--- config.mk ---
export PLATFORM = sky130hd
export DESIGN_NAME = mul_req_arbiter_flat
export DESIGN_NICKNAME = d
export VERILOG_FILES = /design/src/rtl/mul_req_arbiter_if.sv /design/src/rtl/mul_req_arbiter.sv /design/src/flat_wrapper.sv
export SDC_FILE = /design/constraint.sdc
export NUM_CORES = 1
export LEC_CHECK = 0
export CORE_MARGIN = 5
export CORE_UTILIZATION = 30
export DETAILED_ROUTE_END_ITERATION = 8
export GPL_TIMING_DRIVEN = 0
export PLACE_DENSITY = 0.52
export SLEW_MARGIN = 20
export SYNTH_ARGS = -nofsm -noshare
export SYNTH_HDL_FRONTEND = slang
export SYNTH_SLANG_ARGS = --single-unit
--- constraint.sdc ---
create_clock -name clk -period 4.1 [get_ports clk]
set_input_delay 0.615 -clock clk [delete_from_list [all_inputs] [get_ports clk]]
set_output_delay 0.615 -clock clk [all_outputs]
set_load 0.05 [all_outputs]
--- src/rtl/mul_req_arbiter_if.sv ---
// Bundles the two requester channels, the multiplier issue/return bus and the
// two result channels of mul_req_arbiter.
interface mul_req_arbiter_if;
    logic        req0_valid;
    logic        req0_ready;
    logic [31:0] req0_operand_a;
    logic [31:0] req0_operand_b;
    logic [1:0]  req0_opcode;
    logic [1:0]  req0_precision;

    logic        req1_valid;
    logic        req1_ready;
    logic [31:0] req1_operand_a;
    logic [31:0] req1_operand_b;
    logic [1:0]  req1_opcode;
    logic [1:0]  req1_precision;

    logic [31:0] mul_operand_a_reg;
    logic [31:0] mul_operand_b_reg;
    logic [1:0]  mul_opcode_reg;
    logic [1:0]  mul_precision_reg;
    logic [31:0] mul_out;

    logic        rsp0_valid;
    logic        rsp0_ready;
    logic [31:0] rsp0_data;
    logic        rsp1_valid;
    logic        rsp1_ready;
    logic [31:0] rsp1_data;

    logic        busy;

    modport slave (
        input  req0_valid, req0_operand_a, req0_operand_b, req0_opcode, req0_precision,
        output req0_ready,
        input  req1_valid, req1_operand_a, req1_operand_b, req1_opcode, req1_precision,
        output req1_ready,
        output mul_operand_a_reg, mul_operand_b_reg, mul_opcode_reg, mul_precision_reg,
        input  mul_out,
        output rsp0_valid, rsp0_data,
        input  rsp0_ready,
        output rsp1_valid, rsp1_data,
        input  rsp1_ready,
        output busy
    );

    modport master (
        output req0_valid, req0_operand_a, req0_operand_b, req0_opcode, req0_precision,
        input  req0_ready,
        output req1_valid, req1_operand_a, req1_operand_b, req1_opcode, req1_precision,
        input  req1_ready,
        input  mul_operand_a_reg, mul_operand_b_reg, mul_opcode_reg, mul_precision_reg,
        output mul_out,
        input  rsp0_valid, rsp0_data,
        output rsp0_ready,
        input  rsp1_valid, rsp1_data,
        output rsp1_ready,
        input  busy
    );
endinterface

--- src/rtl/mul_req_arbiter.sv ---
// Two-requester round-robin front end for a shared pipelined multiplier, with
// credit-based flow control and a per-requester result FIFO.
module mul_req_arbiter #(
    parameter int MUL_LATENCY = 3,
    parameter int FIFO_DEPTH  = 4
) (
    input  logic               clk,
    input  logic               rst,
    mul_req_arbiter_if.slave   bus
);
    localparam int AW = $clog2(FIFO_DEPTH);
    localparam int CW = AW + 1;
    localparam logic [CW:0] DEPTH_C = FIFO_DEPTH[CW:0];

    logic [1:0]    w_req_valid;
    logic [1:0]    w_rsp_ready;
    logic [1:0]    w_elig;
    logic [1:0]    w_grant;
    logic [1:0]    w_push;
    logic [1:0]    w_pop;
    logic [1:0]    w_nonempty;
    logic [31:0]   w_op_a [2];
    logic [31:0]   w_op_b [2];
    logic [1:0]    w_opc  [2];
    logic [1:0]    w_prec [2];
    logic          w_cap;
    logic          w_cap_id;

    logic          r_ptr;
    logic [CW-1:0] r_occ    [2];
    logic [CW-1:0] r_infl   [2];
    logic [AW-1:0] r_wr_ptr [2];
    logic [AW-1:0] r_rd_ptr [2];
    logic [31:0]   r_mem    [2][FIFO_DEPTH];

    logic [31:0]   r_mul_a;
    logic [31:0]   r_mul_b;
    logic [1:0]    r_mul_opc;
    logic [1:0]    r_mul_prec;

    logic [MUL_LATENCY:0] r_tag_vld;
    logic [MUL_LATENCY:0] r_tag_id;

    assign w_req_valid = {bus.req1_valid, bus.req0_valid};
    assign w_rsp_ready = {bus.rsp1_ready, bus.rsp0_ready};
    assign w_op_a[0]   = bus.req0_operand_a;
    assign w_op_a[1]   = bus.req1_operand_a;
    assign w_op_b[0]   = bus.req0_operand_b;
    assign w_op_b[1]   = bus.req1_operand_b;
    assign w_opc[0]    = bus.req0_opcode;
    assign w_opc[1]    = bus.req1_opcode;
    assign w_prec[0]   = bus.req0_precision;
    assign w_prec[1]   = bus.req1_precision;

    // Credits come only from registered counts, so rspN_ready never reaches reqM_ready.
    always_comb begin
        w_elig = 2'b00;
        for (int n = 0; n < 2; n++) begin
            w_elig[n] = w_req_valid[n] &&
                        (({1'b0, r_occ[n]} + {1'b0, r_infl[n]}) < DEPTH_C);
        end
    end

    always_comb begin
        w_grant = 2'b00;
        if (!rst) begin
            if (&w_elig) begin
                w_grant = r_ptr ? 2'b10 : 2'b01;
            end else begin
                w_grant = w_elig;
            end
        end
    end

    assign bus.req0_ready = w_grant[0];
    assign bus.req1_ready = w_grant[1];

    always_ff @(posedge clk or posedge rst) begin
        if (rst) begin
            r_ptr <= 1'b0;
        end else if (|w_grant) begin
            r_ptr <= w_grant[0];
        end
    end

    // Issue stage: operands of the granted requester, zero on idle cycles.
    always_ff @(posedge clk or posedge rst) begin
        if (rst) begin
            r_mul_a    <= '0;
            r_mul_b    <= '0;
            r_mul_opc  <= '0;
            r_mul_prec <= '0;
        end else if (|w_grant) begin
            r_mul_a    <= w_grant[1] ? w_op_a[1] : w_op_a[0];
            r_mul_b    <= w_grant[1] ? w_op_b[1] : w_op_b[0];
            r_mul_opc  <= w_grant[1] ? w_opc[1]  : w_opc[0];
            r_mul_prec <= w_grant[1] ? w_prec[1] : w_prec[0];
        end else begin
            r_mul_a    <= '0;
            r_mul_b    <= '0;
            r_mul_opc  <= '0;
            r_mul_prec <= '0;
        end
    end

    assign bus.mul_operand_a_reg = r_mul_a;
    assign bus.mul_operand_b_reg = r_mul_b;
    assign bus.mul_opcode_reg    = r_mul_opc;
    assign bus.mul_precision_reg = r_mul_prec;

    // Tag stage 0 lines up with the issue register; stage MUL_LATENCY with mul_out.
    always_ff @(posedge clk or posedge rst) begin
        if (rst) begin
            r_tag_vld <= '0;
            r_tag_id  <= '0;
        end else begin
            r_tag_vld[0] <= |w_grant;
            r_tag_id[0]  <= w_grant[1];
            r_tag_vld[MUL_LATENCY:1] <= r_tag_vld[MUL_LATENCY-1:0];
            r_tag_id[MUL_LATENCY:1]  <= r_tag_id[MUL_LATENCY-1:0];
        end
    end

    assign w_cap    = r_tag_vld[MUL_LATENCY];
    assign w_cap_id = r_tag_id[MUL_LATENCY];

    always_comb begin
        w_push     = 2'b00;
        w_pop      = 2'b00;
        w_nonempty = 2'b00;
        for (int n = 0; n < 2; n++) begin
            w_nonempty[n] = (r_occ[n] != '0);
            w_push[n]     = w_cap && (w_cap_id == 1'(n));
            w_pop[n]      = w_rsp_ready[n] && w_nonempty[n];
        end
    end

    always_ff @(posedge clk or posedge rst) begin
        if (rst) begin
            for (int n = 0; n < 2; n++) begin
                r_occ[n]    <= '0;
                r_infl[n]   <= '0;
                r_wr_ptr[n] <= '0;
                r_rd_ptr[n] <= '0;
            end
        end else begin
            for (int n = 0; n < 2; n++) begin
                r_occ[n]  <= r_occ[n] + CW'(w_push[n]) - CW'(w_pop[n]);
                r_infl[n] <= r_infl[n] + CW'(w_grant[n]) - CW'(w_push[n]);
                if (w_push[n]) begin
                    r_wr_ptr[n] <= r_wr_ptr[n] + AW'(1);
                end
                if (w_pop[n]) begin
                    r_rd_ptr[n] <= r_rd_ptr[n] + AW'(1);
                end
            end
        end
    end

    // Storage is not reset: an empty FIFO masks its head to zero.
    always_ff @(posedge clk) begin
        for (int n = 0; n < 2; n++) begin
            if (w_push[n]) begin
                r_mem[n][r_wr_ptr[n]] <= bus.mul_out;
            end
        end
    end

    assign bus.rsp0_valid = w_nonempty[0];
    assign bus.rsp1_valid = w_nonempty[1];
    assign bus.rsp0_data  = w_nonempty[0] ? r_mem[0][r_rd_ptr[0]] : '0;
    assign bus.rsp1_data  = w_nonempty[1] ? r_mem[1][r_rd_ptr[1]] : '0;

    assign bus.busy = (|w_nonempty) || (r_infl[0] != '0) || (r_infl[1] != '0);
endmodule

--- src/flat_wrapper.sv ---
// flat-port wrapper written by rule: the top's interface ports become plain ports
module mul_req_arbiter_flat 
#(
    parameter int MUL_LATENCY = 3,
    parameter int FIFO_DEPTH  = 4
)
  (clk, rst, bus_req0_valid, bus_req0_operand_a, bus_req0_operand_b, bus_req0_opcode, bus_req0_precision, bus_req0_ready, bus_req1_valid, bus_req1_operand_a, bus_req1_operand_b, bus_req1_opcode, bus_req1_precision, bus_req1_ready, bus_mul_operand_a_reg, bus_mul_operand_b_reg, bus_mul_opcode_reg, bus_mul_precision_reg, bus_mul_out, bus_rsp0_valid, bus_rsp0_data, bus_rsp0_ready, bus_rsp1_valid, bus_rsp1_data, bus_rsp1_ready, bus_busy);
  mul_req_arbiter_if bus_i ();
  input  logic clk;
  input  logic rst;
  input wire logic [$bits(bus_i.req0_valid)-1:0] bus_req0_valid;
  input wire logic [$bits(bus_i.req0_operand_a)-1:0] bus_req0_operand_a;
  input wire logic [$bits(bus_i.req0_operand_b)-1:0] bus_req0_operand_b;
  input wire logic [$bits(bus_i.req0_opcode)-1:0] bus_req0_opcode;
  input wire logic [$bits(bus_i.req0_precision)-1:0] bus_req0_precision;
  output wire logic [$bits(bus_i.req0_ready)-1:0] bus_req0_ready;
  input wire logic [$bits(bus_i.req1_valid)-1:0] bus_req1_valid;
  input wire logic [$bits(bus_i.req1_operand_a)-1:0] bus_req1_operand_a;
  input wire logic [$bits(bus_i.req1_operand_b)-1:0] bus_req1_operand_b;
  input wire logic [$bits(bus_i.req1_opcode)-1:0] bus_req1_opcode;
  input wire logic [$bits(bus_i.req1_precision)-1:0] bus_req1_precision;
  output wire logic [$bits(bus_i.req1_ready)-1:0] bus_req1_ready;
  output wire logic [$bits(bus_i.mul_operand_a_reg)-1:0] bus_mul_operand_a_reg;
  output wire logic [$bits(bus_i.mul_operand_b_reg)-1:0] bus_mul_operand_b_reg;
  output wire logic [$bits(bus_i.mul_opcode_reg)-1:0] bus_mul_opcode_reg;
  output wire logic [$bits(bus_i.mul_precision_reg)-1:0] bus_mul_precision_reg;
  input wire logic [$bits(bus_i.mul_out)-1:0] bus_mul_out;
  output wire logic [$bits(bus_i.rsp0_valid)-1:0] bus_rsp0_valid;
  output wire logic [$bits(bus_i.rsp0_data)-1:0] bus_rsp0_data;
  input wire logic [$bits(bus_i.rsp0_ready)-1:0] bus_rsp0_ready;
  output wire logic [$bits(bus_i.rsp1_valid)-1:0] bus_rsp1_valid;
  output wire logic [$bits(bus_i.rsp1_data)-1:0] bus_rsp1_data;
  input wire logic [$bits(bus_i.rsp1_ready)-1:0] bus_rsp1_ready;
  output wire logic [$bits(bus_i.busy)-1:0] bus_busy;
  assign bus_i.req0_valid = bus_req0_valid;
  assign bus_i.req0_operand_a = bus_req0_operand_a;
  assign bus_i.req0_operand_b = bus_req0_operand_b;
  assign bus_i.req0_opcode = bus_req0_opcode;
  assign bus_i.req0_precision = bus_req0_precision;
  assign bus_req0_ready = bus_i.req0_ready;
  assign bus_i.req1_valid = bus_req1_valid;
  assign bus_i.req1_operand_a = bus_req1_operand_a;
  assign bus_i.req1_operand_b = bus_req1_operand_b;
  assign bus_i.req1_opcode = bus_req1_opcode;
  assign bus_i.req1_precision = bus_req1_precision;
  assign bus_req1_ready = bus_i.req1_ready;
  assign bus_mul_operand_a_reg = bus_i.mul_operand_a_reg;
  assign bus_mul_operand_b_reg = bus_i.mul_operand_b_reg;
  assign bus_mul_opcode_reg = bus_i.mul_opcode_reg;
  assign bus_mul_precision_reg = bus_i.mul_precision_reg;
  assign bus_i.mul_out = bus_mul_out;
  assign bus_rsp0_valid = bus_i.rsp0_valid;
  assign bus_rsp0_data = bus_i.rsp0_data;
  assign bus_i.rsp0_ready = bus_rsp0_ready;
  assign bus_rsp1_valid = bus_i.rsp1_valid;
  assign bus_rsp1_data = bus_i.rsp1_data;
  assign bus_i.rsp1_ready = bus_rsp1_ready;
  assign bus_busy = bus_i.busy;
  mul_req_arbiter #(.MUL_LATENCY(MUL_LATENCY), .FIFO_DEPTH(FIFO_DEPTH)) u_core (.clk(clk), .rst(rst), .bus(bus_i));
endmodule
==> metrics.txt <==
outcome complete, no violations; r2r endpoint u_core.r_infl[2]; post-DP HPWL ~30000 µm; CP delay by family, top buffers and inverters; die width ~230 µm; port bufs between 300 and 400; Final TNS setup 0 ps; final hold vios 0; routed wl met2 around 20000 µm; WHS Path Cells 0; Slew Viols, Final 0; CTS Buf Count 41; Die Area 51400 µm²; synth unique cells 31; H-tree levels 2; pwr dens ~760 nW/µm²; RSZ-0062 raised after global routing false; CTS Sinks between 300 and 400; Die Y 227 µm; f_max about 0.26 GHz; skew final 15.8 ps; Clock Tree Buf Depth 3; antenna-violating nets left 0; final wirelength around 41000 µm; peak supply drop between 0.5 and 0.6 mV; met3 wire len between 3000 and 4000 µm; worst setup path end bus_req1_ready; Crit path largest cell delay approximately 830 ps; EDFF count, synth 256; NumNets Final roughly 1400; initial antenna violation count 1; Period minus WS final ~4000 ps; crit path from u_core.r_infl[2]; Commonest cells post-synth edfxtp_1 (256), dfrtp_1 (97), nand3_1 (72); non-filler instance count after layout between 1500 and 2000; # rows 79; clk_lat worst skew roughly 550 ps; Vias/cell roughly 4.7; crit path launch type flip-flop; Netlist Area Pre-Place about 14000 µm²; Pre-Repair DR Iteration Count 5; highest routed layer met4; Initial Utilization 30.3%; Hold WS 347 ps; Yosys warning count 0; first-pass GRT wire length approximately 60000 µm; Arrival @ worst endpoint between 3000 and 4000 ps; maxcap violations 0; post-synthesis sequential area ratio ~70%; gpl congestion around 0.89; Reg2Reg Setup Slack between 800 and 900 ps; final worst-path cycle share between 90% and 100%; GRT Total Usage between 10% and 20%; vias approximately 8600; Worst EP required approximately 3500 ps; Synth Net Count between 1000 and 1500; CTS tree built; Yosys reg bits 353; Syn Inst Count ~850; fin util 42.1%; Yosys top cell area share 54.6%; cell count after placement 1774; GR Overflow Total 0; WS Path Type flip-flop to primary output; slowest cell on the critical path clkdlybuf4s50_1; vias in the first global route about 9600; Worst Tran Pin Value between 700 and 800 ps; Slew headroom around 48%; Clock Tree Root clkbuf_16; Syn Area/Cell between 15 and 20 µm²; CP endpoint kind primary output; CP Cell Sequence ha_1 -> nor4b_4 -> nand3_1 -> clkbuf_8 -> nor2_4 -> clkdlybuf4s50_1; Main synth FF type edfxtp_1; Synth area leaders edfxtp_1 (55%), dfrtp_1 (17%), mux4_2 (10%); Stages on worst setup path 6; DRT iter0 DRCs around 490; WL met1 around 15000 µm; Max Fanout on Critical Path 10; most common cell in the netlist edfxtp_1; Layout area overhead 38.9%; final setup fails 0; CORE AREA around 46000 µm²; Synth area leader edfxtp_1; Post-synth ARST share 27.5%; DR WL/cell about 22 µm; Worst-path clk slew approximately 60 ps; largest net degree at the start of global routing 34; layout cells sized above 1 about 15%; worst hold path type flip-flop to flip-flop; r2r startpoint u_core.r_infl[2]; reg2reg path depth 13; Ports roughly 310; max FFs per register 256; critical path buffer and inverter count 2; cts hold-fix bufs 0; DRC Markers 0; P_leak about 6.9 nW
-- where the power goes --
| group | internal (W) | switching [W] |
|---|---|---|
| Clock | 0.00209 | 0.00145 |
| Sequential | 0.00434 | 0.000191 |
| Combinational | 0.00249 | 0.00433 |
| Total | 0.00893 | 0.00597 |
-- cells by family (layout without fill, tap and decap cells) --
| group | Yosys count | count (layout) | share of synthesized area, % |
|---|---|---|---|
| flops | 353 | 353 | 71.8 |
| mux | 64 | 64 | 10.2 |
| buf+inv | 83 | 480 | 2.83 |
| xor+xnor | 15 | 15 | 0.933 |
| simple gates | 166 | 166 | 6.85 |
| other cells | 0 | 1 | 0 |
| compound gates | 141 | 141 | 5.06 |
| fa+ha+maj | 23 | 23 | 2.26 |
-- cell usage in the layout, fill, tap and decap left out, types with 2 or more instances in the layout --
cell / instances
ha_1: 19
clkbuf_16: 42
clkinvlp_4: 2
clkinv_1: 10
clkdlybuf4s50_1: 310
buf_6: 6
fa_1: 3
o21ai_1: 17
inv_1: 19
nand3_1: 72
clkinv_2: 6
and3_2: 4
clkbuf_1: 29
xor2_1: 2
bufinv_16: 2
edfxtp_1: 256
nand2_1: 6
o21ai_0: 53
nor2_1: 2
mux4_2: 64
xnor2_1: 13
and2_2: 4
buf_16: 3
buf_2: 25
a21oi_1: 68
and2_1: 66
buf_12: 9
or3_1: 3
dfrtp_1: 97
clkbuf_2: 7
clkbuf_8: 6
nor4b_4: 2
-- final cells by class --
type                    count  area, µm²
multi-input cells         409       3590
fillers                  4279      26900
repair buffers            322       3370
flip-flops and latches    353      10100
diodes                      1       2.50
clock buffers              53       1140
well taps                 607        759
plain buffers              63        335
clock inverters            22        169
inverters                  20       78.8
-- routing by layer --
layer | vias to the layer above | track usage [%]
met5 | - | 0
met4 | 0 | 6.00
met3 | 69 | 5.90
met2 | 334 | 27.3
met1 | 4291 | 17.6
li1 | 3934 | -
-- metrics by stage --
stage	cell area [µm²]	power, W	setup WS [ps]
floorplan	14100	0.00911	13.0
global placement	18000	0.0115	-1880
detailed placement	18200	0.0116	168
CTS	19600	0.0152	56.2
global route	19600	0.0156	21.9
finish	19600	0.0149	201
-- worst register-to-register path: stages (launching register included) --
cell	delay (ps)
dfrtp_1	410
ha_1	340
nor4b_4	350
nand3_1	400
clkbuf_8	310
nor2_4	120
inv_1	50
ha_1	280
inv_1	50
ha_1	130
inv_1	50
fa_2	350
xnor2_1	180
xnor2_1	140
-- worst min path at each step --
stage                   startpoint                  end  slack, ps
3_5_place_dp    u_core.r_tag_id[0]   u_core.r_tag_id[1]        330
3_3_place_gp   u_core.r_tag_vld[2]  u_core.r_tag_vld[3]        330
6_report       u_core.r_tag_vld[0]  u_core.r_tag_vld[1]        350
5_1_grt         u_core.r_tag_id[0]   u_core.r_tag_id[1]        350
2_1_floorplan   u_core.r_tag_id[0]   u_core.r_tag_id[1]        330
4_1_cts        u_core.r_tag_vld[0]  u_core.r_tag_vld[1]        350
-- repair_timing --
action / 4_1_cts / 5_1_grt
gates resized for setup: 1 / 0
buffers inserted: 0 / 0
setup endpoints to repair: 1 / 0
Power figures use the tool's default switching activity.
